<file path="src/rtl/irrigation_zone_ctrl.sv">
// Multi-zone irrigation controller: one shared tank, round-robin zone grants,
// tick-paced fill/drain and a timed cleaning cycle after fertiliser use.
module irrigation_zone_ctrl #(
  parameter int ZONES       = 4,
  parameter int LEVEL_W     = 3,
  parameter int LEVEL_MAX   = 7,
  parameter int LOW_LVL     = 2,
  parameter int PRESCALE    = 32,
  parameter int DRIP_DIV    = 2,
  parameter int CLEAN_TICKS = 4
) (
  input  logic               clock,
  input  logic               reset,
  input  logic [ZONES-1:0]   asp,
  input  logic [ZONES-1:0]   got,
  input  logic [ZONES-1:0]   adb,
  output logic [ZONES-1:0]   zone_on,
  output logic               mode,
  output logic               VE,
  output logic [LEVEL_W-1:0] cout_Nivel,
  output logic [1:0]         limpeza,
  output logic [ZONES-1:0]   erro,
  output logic               tick
);

  localparam int PS_W  = $clog2(PRESCALE);
  localparam int PTR_W = (ZONES > 1) ? $clog2(ZONES) : 1;
  localparam int DR_W  = $clog2(DRIP_DIV) + 1;
  localparam int CL_W  = $clog2(CLEAN_TICKS) + 1;
  localparam logic [LEVEL_W-1:0] LMAX = LEVEL_W'(LEVEL_MAX);
  localparam logic [LEVEL_W-1:0] LLOW = LEVEL_W'(LOW_LVL);

  typedef enum logic [1:0] {IDLE, FILL, IRRIGATE, CLEAN} state_t;

  state_t             state, state_nxt;
  logic [PS_W-1:0]    pre;
  logic [LEVEL_W-1:0] level, level_nxt;
  logic [PTR_W-1:0]   ptr, ptr_nxt, grant;
  logic               mode_r, mode_nxt;
  logic               fert, fert_nxt;
  logic [DR_W-1:0]    drip_cnt, drip_nxt;
  logic [CL_W-1:0]    clean_cnt, clean_nxt;
  logic [ZONES-1:0]   valid;
  logic               found;

  function automatic logic [LEVEL_W-1:0] lvl_inc(input logic [LEVEL_W-1:0] l);
    return (l >= LMAX) ? LMAX : l + 1'b1;
  endfunction

  function automatic logic [LEVEL_W-1:0] lvl_dec(input logic [LEVEL_W-1:0] l);
    return (l == '0) ? '0 : l - 1'b1;
  endfunction

  assign tick  = (pre == PS_W'(PRESCALE - 1));
  assign valid = asp ^ got;

  always_ff @(posedge clock or negedge reset) begin
    if (!reset) begin
      pre  <= '0;
      erro <= '0;
    end else begin
      pre  <= tick ? '0 : pre + 1'b1;
      erro <= asp & got;
    end
  end

  // Round-robin search starts just after the last granted zone
  always_comb begin
    found = 1'b0;
    grant = ptr;
    for (int k = 1; k <= ZONES; k++) begin
      if (!found && valid[(int'(ptr) + k) % ZONES]) begin
        found = 1'b1;
        grant = PTR_W'((int'(ptr) + k) % ZONES);
      end
    end
  end

  always_ff @(posedge clock or negedge reset) begin
    if (!reset) begin
      state     <= IDLE;
      level     <= '0;
      ptr       <= PTR_W'(ZONES - 1);
      mode_r    <= 1'b0;
      fert      <= 1'b0;
      drip_cnt  <= '0;
      clean_cnt <= '0;
    end else if (tick) begin
      state     <= state_nxt;
      level     <= level_nxt;
      ptr       <= ptr_nxt;
      mode_r    <= mode_nxt;
      fert      <= fert_nxt;
      drip_cnt  <= drip_nxt;
      clean_cnt <= clean_nxt;
    end
  end

  always_comb begin
    state_nxt = state;
    level_nxt = level;
    ptr_nxt   = ptr;
    mode_nxt  = mode_r;
    fert_nxt  = fert;
    drip_nxt  = drip_cnt;
    clean_nxt = '0;
    case (state)
      IDLE: begin
        if (level <= LLOW) begin
          state_nxt = FILL;
        end else if (found) begin
          state_nxt = IRRIGATE;
          ptr_nxt   = grant;
          mode_nxt  = asp[grant];
          fert_nxt  = adb[grant] & asp[grant];
          drip_nxt  = '0;
        end
      end
      IRRIGATE: begin
        // A dropped request wins over draining, even if the tank is low
        if (!valid[ptr]) begin
          state_nxt = fert ? CLEAN : IDLE;
        end else begin
          if (mode_r) begin
            level_nxt = lvl_dec(level);
          end else if (drip_cnt == DR_W'(DRIP_DIV - 1)) begin
            level_nxt = lvl_dec(level);
            drip_nxt  = '0;
          end else begin
            drip_nxt = drip_cnt + 1'b1;
          end
          if (level_nxt <= LLOW) state_nxt = FILL;
        end
      end
      FILL: begin
        level_nxt = lvl_inc(level);
        if (level_nxt == LMAX) state_nxt = fert ? CLEAN : IDLE;
      end
      CLEAN: begin
        if (clean_cnt == CL_W'(CLEAN_TICKS - 1)) begin
          state_nxt = IDLE;
          fert_nxt  = 1'b0;
        end else begin
          clean_nxt = clean_cnt + 1'b1;
        end
      end
      default: state_nxt = IDLE;
    endcase
  end

  always_comb begin
    zone_on    = '0;
    mode       = 1'b0;
    VE         = (state == FILL);
    cout_Nivel = level;
    limpeza    = 2'b00;
    if (state == IRRIGATE) begin
      zone_on = ZONES'(1) << ptr;
      mode    = mode_r;
    end
    if (state == CLEAN) limpeza = 2'b10;
    else if (fert)      limpeza = 2'b01;
  end

endmodule

</file>
<file path="config.mk">
export PLATFORM = sky130hd
export DESIGN_NAME = irrigation_zone_ctrl
export DESIGN_NICKNAME = d
export VERILOG_FILES = /design/src/rtl/irrigation_zone_ctrl.sv
export SDC_FILE = /design/constraint.sdc
export NUM_CORES = 1
export LEC_CHECK = 0
export ABC_AREA = 0
export BUFFER_PORTS_ARGS = -buffer_cell sky130_fd_sc_hd__buf_2
export CORE_MARGIN = 3
export CORE_UTILIZATION = 29
export CTS_BUF_LIST = sky130_fd_sc_hd__clkbuf_16
export DETAILED_ROUTE_END_ITERATION = 16
export GPL_TIMING_DRIVEN = 0
export HOLD_SLACK_MARGIN = 0.12
export PLACE_DENSITY = 0.44
export SETUP_SLACK_MARGIN = 0.15
export SLEW_MARGIN = 20
export SYNTH_ARGS = -nofsm -noshare
export SYNTH_HDL_FRONTEND = slang
export SYNTH_SLANG_ARGS = --single-unit
</file>
<file path="constraint.sdc">
create_clock -name clock -period 6.45 [get_ports clock]
set_input_delay 0.3225 -clock clock [delete_from_list [all_inputs] [get_ports clock]]
set_output_delay 0.3225 -clock clock [all_outputs]
set_load 0.01 [all_outputs]
</file>
# --- Yosys cells after proc, flatten, opt, wreduce, memory -nomap -nowiden ---
# Cells that the tools add are included.
totals:
  reg_bits: 23
classes:
  n_addsub: 9
  magnitude_cmp: 9
  eq_ne: 15
  shifts: 1
  mux: 59
  bitwise: 8
  reduce_logical: 20
ops:
  columns: ["operator", "count"]
  rows:
  - ["2-bit 2-to-1 mux", 17]
  - ["3-bit 2-to-1 mux", 9]
  - ["1-bit 2-to-1 mux", 20]
  - ["3-bit by 4-bit < comparator with 1-bit output, second input constant", 4]
  - ["1-bit binary-select mux with 2-bit select", 7]
  - ["2-bit != test, second input constant", 5]
  - ["5-bit AND reduction", 2]
  - ["2-bit one-hot mux with 4 select lines", 1]
  - ["2-bit OR reduction", 4]
  - ["2-bit by 1-bit adder with 2-bit output, second input constant", 3]
  - ["3-bit by 1-bit adder with 3-bit output, second input constant", 2]
  - ["3-bit by 2-bit less-or-equal comparator with 1-bit output, second input constant", 2]
  - ["2-bit by 3-bit < comparator with 1-bit output, second input constant", 2]
  - ["3-bit != test, second input constant", 2]
  - ["3-bit one-hot mux with 2 select lines", 1]
  - ["6-bit AND reduction", 1]
  - ["2-bit nonzero test", 3]
  - ["5-bit by 1-bit adder with 5-bit output, second input constant", 1]
  - ["5-bit equality test, second input constant", 1]
  - ["5-bit 2-to-1 mux", 1]
  - ["2-bit adder, second input constant", 2]
  - ["1-bit bitwise AND, first input constant", 4]
  - ["4-bit bitwise AND", 1]
  - ["2-bit by 1-bit equality test with 1-bit output, second input constant", 2]
  - ["other kinds (19)", 24]

# --- Logic depth before layout (Yosys ltp) ---
depth:
  word_depth: 22
  ltp_mapped: 9

# --- Worst setup path before layout ---
# No wires, ideal clock.
synth_timing:
  path_type: "reg2reg"
  start: "register ptr[0]"
  end: "register mode_r"
  t_arrival_ns: 2.596
  required_time_ns: 6.325
  path_slack_ns: 3.729
  stages_incl_launch_ff: 10
  n_path_buf: 1
  cell_sequence: "dfstp_2 -> buf_6 -> inv_2 -> ha_1 -> mux4_2 -> nand2b_1 -> nand2_1 -> a311oi_1 -> mux2i_1 -> mux2_4"
synth_via:
  elab_chain_cells: 16
  word_cells_on_any_way: 33
  classes_between: "add/sub: 4; mux: 22; reduce/logical: 7"
synth_rtl:
  columns: ["element", "line", "text"]
  rows:
  - ["start: declaration", "38", "logic [PTR_W-1:0] ptr, ptr_nxt, grant;"]
  - ["start signal: assignment", "83", "ptr <= PTR_W'(ZONES - 1);"]
  - ["start signal: assignment", "91", "ptr <= ptr_nxt;"]
  - ["2-bit by 1-bit adder with 2-bit output", "72, 74", null]
  - ["1-bit binary-select mux with 2-bit select", "72", "if (!found && valid[(int'(ptr) + k) % ZONES]) begin"]
  - ["1-bit 2-to-1 mux (implied by the code) (2 in series)", "72", null]
  - ["1-bit 2-to-1 mux", "72", null]
  - ["1-bit logical NOT", "72", null]
  - ["1-bit logical AND", "72", null]
  - ["1-bit 2-to-1 mux", "72", null]
  - ["1-bit logical NOT", "72", null]
  - ["1-bit logical AND", "72", null]
  - ["1-bit 2-to-1 mux", "72", null]
  - ["1-bit logical NOT", "72", null]
  - ["1-bit logical AND", "72", null]
  - ["2-bit 2-to-1 mux", "72", null]
  - ["1-bit binary-select mux with 2-bit select", "114", "mode_nxt = asp[grant];"]
  - ["1-bit 2-to-1 mux (implied by the code)", "114", null]
  - ["end signal: assignment", "92", "mode_r <= mode_nxt;"]
  - ["end: declaration", "39", "logic mode_r, mode_nxt;"]
# Several ways; a longest one is shown, not always the timed one. The select of a mux whose other input is x is not followed.
# A chain may end at the register's enable or synchronous reset.

# --- Final worst setup path ---
# Ends and elaborated chain as after synthesis.

==> results_dict.tcl <==
set metrics [dict create \
    number_of_ports_placed_on_the_die_boundary 30 \
    diodes_inserted 0 \
    post_synth_xor_area_fraction_pct 1.543 \
    drt_first_iter_violations 62 \
    dieArea_sq_um 6828 \
    yosysTopAreaCellShare_pct 30.86 \
    final-setup-viol-count 0 \
    grt_start_max_net_pins 24 \
    cts_max_level 1 \
    cp.arrival_ps 3210 \
    cell_row_count 27 \
    maxCapViolations 0 \
    synth-seq-cells 23 \
    synth_flop_cell "sky130_fd_sc_hd__dfrtp_1" \
    post-route-drc-count 0 \
    first_global_vias 1392 \
    antenna_violating_nets_post_route 0 \
    achievable-frequency_mhz 326.4 \
    overflow 0 \
    grt_first_pass_wirelength_mm 6.817 \
    core-area_sq_um 5608 \
    synth-simple-area-share_pct 17.93 \
    final_min_period_over_clock_period_pct 47.50 \
    synth.cell_area_sq_um 1703 \
    combinational_family_with_the_most_area_after_synthesis "compound AO/OA/AOI/OAI gates" \
    vias_per_cell 4.982 \
    synth_edf_count 0 \
    wl_per_cell_microns 13.65 \
    port_buffers 29 \
    crit_fanout 11 \
    post_cts_resized 0 \
    die_h_microns 82.63 \
    dr.pass1.iters 4 \
    finish.net_count 244 \
    ys_seq_area_share_pct 33.95 \
    grt_antenna_before_repair 0 \
    synth.net_count 209 \
    layout-drive-gt1-share_pct 23.58 \
    async_flop_share_pct 100.0 \
    period_needed_ps 3064 \
    cts_post_setup_buffers_inserted 0 \
    timing.final.max_slew_violations 0 \
    crit_required_ps 6590 \
    hold_slack_ps 293.8 \
    synth_cell_type_count 44 \
    final.setup_skew_ps 2.873 \
    cp_launch_type "flop" \
    endpoints_failing_hold 0 \
    final_core_util_pct 36.17 \
    power_density_nw_per_um2 159.7 \
    synthesis.area_per_instance_sq_um 9.567 \
    via_count 1415 \
    yosys-mux-area-fraction_pct 10.21 \
    area_delta_synth_final_pct 19.10 \
    globalplace.congestion 0.7927 \
    root_buffer "sky130_fd_sc_hd__clkbuf_16" \
    setup_repair_after_global_routing_missed_its_margin "false" \
    netlist_instances 178 \
    initial_utilization_pct 30.37 \
    critical_path.endpoint_type "flop" \
    synth-adder-area-share_pct 12.49 \
    cts_inserted_buffers 3 \
    dpl.hpwl_mm 2.978 \
    clkTransAtPathRegs_ps 60 \
    hold_buffers_post_cts 1 \
    detail_route.wirelength_mm 3.878 \
    synth-compound-area-share_pct 19.69 \
    timing.slew.headroom_pct 61.61 \
    synth.area.top_cells "sky130_fd_sc_hd__dfrtp_1, sky130_fd_sc_hd__ha_1, sky130_fd_sc_hd__nand2_1" \
    criticalPathCategory "flop to flop" \
    p_leak_nw 0.9555 \
    worst_margin_slew_ps 571.4 \
    globalRouteTotalUtil_pct 12.98 \
    cts_num_sinks 23 \
    clk-insertion-delay-late_ps 260 \
    cts_tree "built" \
    outcome "complete, no violations" \
    synth_area_leader_cell "sky130_fd_sc_hd__dfrtp_1" \
    largest_buffer_count_on_any_clock_path 2 \
    die_w_microns 82.63 \
    min-delay-path-class "primary input to flop" \
    synthesis.yosys.warnings 0 \
    ir_drop_v 0.00007264 \
    final.setup.tns_ps 0 \
]
==> cell usage in the layout, fill, tap and decap left out, types with 3 or more instances in the layout <==
cell type / instances
sky130_fd_sc_hd__inv_1: 11
sky130_fd_sc_hd__nor2_1: 13
sky130_fd_sc_hd__clkbuf_16: 3
sky130_fd_sc_hd__o21a_1: 4
sky130_fd_sc_hd__a311oi_1: 4
sky130_fd_sc_hd__o22ai_1: 4
sky130_fd_sc_hd__nand2_1: 21
sky130_fd_sc_hd__mux4_2: 3
sky130_fd_sc_hd__ha_1: 17
sky130_fd_sc_hd__o21ai_0: 6
sky130_fd_sc_hd__dfrtp_1: 21
sky130_fd_sc_hd__and2_1: 8
sky130_fd_sc_hd__clkbuf_1: 4
sky130_fd_sc_hd__nand2b_1: 4
sky130_fd_sc_hd__a211oi_1: 5
sky130_fd_sc_hd__buf_2: 29
sky130_fd_sc_hd__a21oi_1: 8
sky130_fd_sc_hd__nor2b_1: 5
sky130_fd_sc_hd__mux2_2: 4
==> cell type report <==
type | instances | area (sq um)
well taps | 72 | 90.09
multi-input cells | 138 | 1054
repair buffers | 30 | 155.1
clock inverters | 1 | 5.005
clock buffers | 3 | 75.07
plain buffers | 5 | 26.28
inverters | 12 | 45.04
fillers | 609 | 3580
flip-flops and latches | 23 | 578.1
==> worst max-delay path: stages (launching register included) <==
cell,delay [ps]
sky130_fd_sc_hd__dfstp_2,560
sky130_fd_sc_hd__buf_6,150
sky130_fd_sc_hd__inv_2,100
sky130_fd_sc_hd__ha_1,410
sky130_fd_sc_hd__mux4_2,600
sky130_fd_sc_hd__nand2b_1,210
sky130_fd_sc_hd__nand2_1,170
sky130_fd_sc_hd__a311oi_1,340
sky130_fd_sc_hd__mux2i_1,150
sky130_fd_sc_hd__mux2_4,270
==> cell usage after synthesis, drive strengths merged (2+ instances only) <==
library cell  number
nand2b             4
and3               2
dfstp              2
o21ai              6
nor2b              5
ha                17
nand2             21
nor3               3
and2               8
o21a               4
a21oi              8
xnor2              2
mux2i              2
mux2               5
dfrtp             21
a2111oi            2
mux4               4
a21boi             2
a211oi             5
a31o               2
o22ai              4
a311oi             4
inv               12
nor2              13
o211ai             2
clkbuf             4
==> path summary, 6_finish.rpt <==
path / from / endpoint / slack [ps] / cells past startpoint
min in group asynchronous: reset / cout_Nivel[2] / 580 / 2
worst max register to register: ptr[0] / mode_r / 3390 / 9
worst max-delay path: ptr[0] / mode_r / 3390 / 9
worst min register to register: pre[0] / pre[0] / 450 / 1
worst min-delay path: got[2] / erro[2] / 290 / 2
max in group asynchronous: reset / ptr[0] / 5510 / 2
==> state kept, by name, summed over array words and instances (netlist names) <==
| register | count |
|---|---|
| pre | 5 |
| erro | 4 |
| clean_cnt | 3 |
| cout_Nivel | 3 |
| drip_cnt | 2 |
| ptr | 2 |
| state | 2 |
| fert | 1 |
| mode_r | 1 |
==> power by group <==
group | internal (mW) | leakage (nW) | switching (mW) | total [mW]
combinational | 0.0178 | 0.624 | 0.0243 | 0.0421
clock | 0.0834 | 0.0409 | 0.0524 | 0.136
sequential | 0.146 | 0.290 | 0.000290 | 0.146
total | 0.247 | 0.956 | 0.0770 | 0.324
==> per-layer routing <==
metal	up-vias	track usage, %	wire length [microns]
li1	716	-	-
met1	676	17.42	1867
met2	21	21.15	1842
met3	2	2.711	132
met4	0	3.431	34
met5	-	0	0
==> stage by stage <==
step / cells / power [mW] / setup WS, ps / instance area (sq um)
after global routing: 284 / 0.3429 / 3185 / 2028
after detailed placement: 279 / 0.1906 / 3372 / 1938
after global placement: 279 / 0.1910 / 3356 / 1938
after CTS: 284 / 0.3305 / 3372 / 2028
after floorplan: 178 / 0.1747 / 3729 / 1703
final: 284 / 0.3238 / 3386 / 2028
==> cell families after synthesis <==
| group | after synthesis |
|---|---|
| AOI/OAI and AO/OA | 47 |
| xor gates and xnor gates | 3 |
| adders and majority gates | 17 |
| DFF | 23 |
| buffers and inverters | 17 |
| and+or+nand+nor | 60 |
| muxes | 11 |
Note: power is estimated with default switching activity, not from simulation.
